===== config.mk =====
export PLATFORM = sky130hd
export DESIGN_NAME = rf_write_arbiter
export DESIGN_NICKNAME = d
export VERILOG_FILES = /design/src/rtl/rf_write_arbiter.sv
export SDC_FILE = /design/constraint.sdc
export NUM_CORES = 1
export LEC_CHECK = 0
export ABC_AREA = 1
export CAP_MARGIN = 10
export CORE_MARGIN = 2
export CORE_UTILIZATION = 44
export DETAILED_ROUTE_END_ITERATION = 7
export GPL_TIMING_DRIVEN = 0
export PLACE_DENSITY = 0.88
export SETUP_SLACK_MARGIN = 0.4
export SYNTH_ARGS = -nofsm -noshare
export SYNTH_HDL_FRONTEND = slang
export SYNTH_SLANG_ARGS = --single-unit

===== constraint.sdc =====
create_clock -name clock -period 3.2 [get_ports clock]
set_input_delay 0.8 -clock clock [delete_from_list [all_inputs] [get_ports clock]]
set_output_delay 0.8 -clock clock [all_outputs]
set_load 0.02 [all_outputs]

===== src/rtl/rf_write_arbiter.sv =====
// Round-robin arbiter sharing the single rf_32 write port among NUM_REQ writeback sources.
// Latency: req sampled at edge N -> ack and write port outputs registered after edge N.
// Backpressure: hold freezes all grants; an unacked req stays pending until granted.
module rf_write_arbiter #(
    parameter int NUM_REQ = 4,
    parameter int ADDR_W  = 5,
    parameter int DATA_W  = 32,
    parameter int DROP_R0 = 0
) (
    input  logic                       clock,
    input  logic                       reset_n,
    input  logic                       hold,
    input  logic [NUM_REQ-1:0]         req,
    input  logic [NUM_REQ*ADDR_W-1:0]  req_addr,
    input  logic [NUM_REQ*DATA_W-1:0]  req_data,
    output logic [NUM_REQ-1:0]         ack,
    output logic                       write_enabled,
    output logic [ADDR_W-1:0]          write_addr,
    output logic [DATA_W-1:0]          write_data,
    output logic [$clog2(NUM_REQ)-1:0] grant_id,
    output logic                       busy
);

    localparam int IDX_W = $clog2(NUM_REQ);

    logic [NUM_REQ-1:0] ack_q, ack_d;
    logic               we_q, we_d;
    logic [ADDR_W-1:0]  addr_q, addr_d;
    logic [DATA_W-1:0]  data_q, data_d;
    logic [IDX_W-1:0]   gid_q, gid_d;
    logic [IDX_W-1:0]   ptr_q, ptr_d;

    logic [NUM_REQ-1:0] eligible;
    logic               found;
    logic [IDX_W-1:0]   winner;
    logic [IDX_W-1:0]   sel;
    int                 idx;

    // A source whose ack is high this cycle has been consumed; ignore its req.
    assign eligible = req & ~ack_q;
    assign busy     = |eligible;

    always_comb begin
        found  = 1'b0;
        winner = '0;
        idx    = 0;
        sel    = '0;
        for (int k = 0; k < NUM_REQ; k++) begin
            idx = int'(ptr_q) + k;
            if (idx >= NUM_REQ) begin
                idx = idx - NUM_REQ;
            end
            sel = IDX_W'(idx);
            if (!found && eligible[sel]) begin
                found  = 1'b1;
                winner = sel;
            end
        end
    end

    always_comb begin
        ack_d  = '0;
        we_d   = 1'b0;
        addr_d = addr_q;
        data_d = data_q;
        gid_d  = gid_q;
        ptr_d  = ptr_q;
        if (!hold && found) begin
            ack_d[winner] = 1'b1;
            gid_d         = winner;
            ptr_d         = (int'(winner) == NUM_REQ - 1) ? '0 : winner + 1'b1;
            addr_d        = req_addr[int'(winner)*ADDR_W +: ADDR_W];
            data_d        = req_data[int'(winner)*DATA_W +: DATA_W];
            // R0 writes are still acked so the source retires, just never reach rf_32.
            we_d          = !((DROP_R0 != 0) && (addr_d == '0));
        end
    end

    always_ff @(posedge clock or negedge reset_n) begin
        if (!reset_n) begin
            ack_q  <= '0;
            we_q   <= 1'b0;
            addr_q <= '0;
            data_q <= '0;
            gid_q  <= '0;
            ptr_q  <= '0;
        end else begin
            ack_q  <= ack_d;
            we_q   <= we_d;
            addr_q <= addr_d;
            data_q <= data_d;
            gid_q  <= gid_d;
            ptr_q  <= ptr_d;
        end
    end

    assign ack           = ack_q;
    assign write_enabled = we_q;
    assign write_addr    = addr_q;
    assign write_data    = data_q;
    assign grant_id      = gid_q;

endmodule


==> qor.yml <==
clock.fmax_ghz: 0.3651
dieArea_mm2: 0.009630
synthesis.area_mm2: 0.003899
grt_pass1_vias: 5051
yosys-top-cells-area: "dfrtp_1 30%, nand2_1 25%, nand3_1 21%"
fill_cells: 721
ir_worst_vdd_mv: 0.5387
grt_pass1_wl_um: 23060
antenna_left: 0
avgSynthCellArea_um2: 5.692
crit_fanout: 4
p_per_area_mw_per_mm2: 1150
fin_tns_setup_ns: 0
pwr-share-seq_pct: 15.0
multi_input_area_mm2: 0.001953
min_path_type: "reg2reg"
cp.arrival_ns: 1.94
overflow: 0
antenna_cells: 0
first_pass_iters: 5
fin_crit_sh_pct: 85.59
drc: 0
clock_sinks: 46
clkTransAtPathRegs_ns: 0.09
initial_core_util_pct: 45.15
htreeDepth: 2
core-area_mm2: 0.008636
insertion_delay_ns: 0.31
fin_worst_skew_ns: 0.01090
vias: 5052
p_comb_share_pct: 78.7
cts_tree: "yes"
ios: 200
synth_top_area_share_pct: 29.53
antenna_found_initial: 0
yosys_register_bits: 46
synthCells: 685
end_kind: "output port"
seq_area_mm2: 0.001151
critPathRequiredTime_ns: 2.40
hold_viol: 0
numCtsBuffers: 5
outcome: "finished clean"
area_growth_pct: 59.27
drt_wl_total_um: 13900
drive_gt1_share_pct: 7.709
viasPerCell: 5.037
period_minus_slack_ns: 2.739
power.total_mw: 7.138
tightest_slew_ns: 0.6442
crit_slowest_cell: "dlygate4sd2_1"
place_congestion: 1.025
stdcell_count: 1003
yosysTopAreaCell: "dfrtp_1"
crit_path_cell_trace: "dlygate4sd2_1, nand3_2, nand2_1, nand2_1, nand2_1, nor3_2, inv_1, buf_2"
p_sw_share_pct: 54.39
num_rows: 34
syn-num-nets: 841
root_buffer: "clkbuf_8"
rsz0062_at_grt: "no"
ys_warn_count: 0
crit_type: "in2out"
grtUsageTotal_pct: 29.03
slew_headroom_pct: 57.05
setup_violations: 0
fin_ws_ns: 0.4610
routedWlPerCell_um: 13.86
grt_start_max_net_pins: 27
p_int_mw: 3.256
seq_area_frac_synth_pct: 29.53
drv_slew: 0
critPathLaunchType: "input port"
pwr-share-clk_pct: 6.3
nets: 1050
cap_viol_max_count: 0
cts.path.max_buffers: 2
synth_cell_types: 19
hpwl_um: 10600
slowest_delay_ns: 0.27
layout_commonest_cell: "nand2_1"
fp.dieW_um: 98.13
p_leak_nw: 3.528
dp_cells: 993
most-common-layout-cells: "254 x nand2_1, 193 x clkdlybuf4s50_1, 157 x nand3_1, 154 x inv_1, 46 x dfrtp_1"
power_switching_mw: 3.882
dpl_worst_slack_ns: -0.1456
cpMostUsedCell: "nand2_1"
drt_iter0_markers: 257
die_y_um: 98.13
io_buffers: 199
==> critical path: cells and delay by family <==
kind,cells,cell delay [ns]
buffers and inverters,3,0.49
AND/OR/NAND/NOR,5,0.65
==> registers in the layout (all words and copies together), names as in the netlist <==
register       count
grant_id           2
write_enabled      1
ptr_q              2
write_addr         5
ack                4
write_data        32
==> metrics by stage <==
step	area, um2	hold WS, ns	util (%)
floorplan	3899	0.5044	-
global placement	6026	0.4627	69.78
detailed placement	6048	0.4639	70.04
CTS	6202	0.4875	71.82
global route	6210	0.5196	71.91
finish	6210	0.4853	71.91
==> timing repair <==
action	in CTS	in global routing
gates resized for setup	17	0
pin swaps	2	1
hold buffers	0	0
buffers inserted	1	1
setup endpoints to repair	1	1
==> final cells by class <==
class / instances / area share (%)
multi-input combinational: 441 / 31.45
clock inverter: 3 / 0.7254
timing repair buffer: 202 / 32.52
tap: 108 / 2.176
buffer: 40 / 3.889
inverter: 158 / 9.591
sequential: 46 / 18.54
clock buffer: 5 / 1.108
==> power by group through the flow <==
stage | logic (mW) | registers, mW | clock network (mW)
2_1_floorplan | 3.40 | 1.37 | 0
3_3_place_gp | 5.35 | 1.06 | 0
3_5_place_dp | 5.50 | 1.07 | 0
4_1_cts | 5.56 | 1.06 | 0.456
5_1_grt | 6.26 | 1.10 | 0.482
6_report | 5.62 | 1.07 | 0.449
==> cell usage after synthesis (all sizes together) <==
cell type / instances
ha: 1
inv: 158
nor2: 10
o21ai: 2
dfrtp: 46
nor3: 1
nand3: 166
nand4: 2
nand2: 259
buf: 35
clkbuf: 5
==> cell families (layout without fill, tap and decap cells) <==
group / after synthesis / in the layout / share of synthesized area (%)
buffers and inverters: 198 / 408 / 21.47
DFF: 46 / 46 / 29.52
adders and majority gates: 1 / 1 / 0.3209
and+or+nand+nor: 438 / 438 / 48.43
AOI/OAI and AO/OA: 2 / 2 / 0.2567
==> metal layers <==
metal	routed length [um]	vias up	track usage (%)
met5	0	-	0
met2	7035	238	51.74
li1	-	2457	-
met1	5589	2319	35.39
met4	331	0	10.75
met3	944	38	4.510
==> path summary, 6_finish.rpt <==
kind	from	end	slack, ns	depth (start not counted)
hold / removal	write_data[0]$_DFFE_PN0P_	write_data[0]$_DFFE_PN0P_	0.49	2
max in group asynchronous	reset_n	write_data[3]$_DFFE_PN0P_	2.16	2
min in group asynchronous	reset_n	write_addr[2]$_DFFE_PN0P_	0.51	1
setup reg to reg	ptr_q[0]$_DFFE_PN0P_	ptr_q[1]$_DFFE_PN0P_	0.78	15
hold reg to reg	write_data[0]$_DFFE_PN0P_	write_data[0]$_DFFE_PN0P_	0.49	2
setup / recovery	req[1]	busy	0.46	8
(Power assumes the default switching activity.)
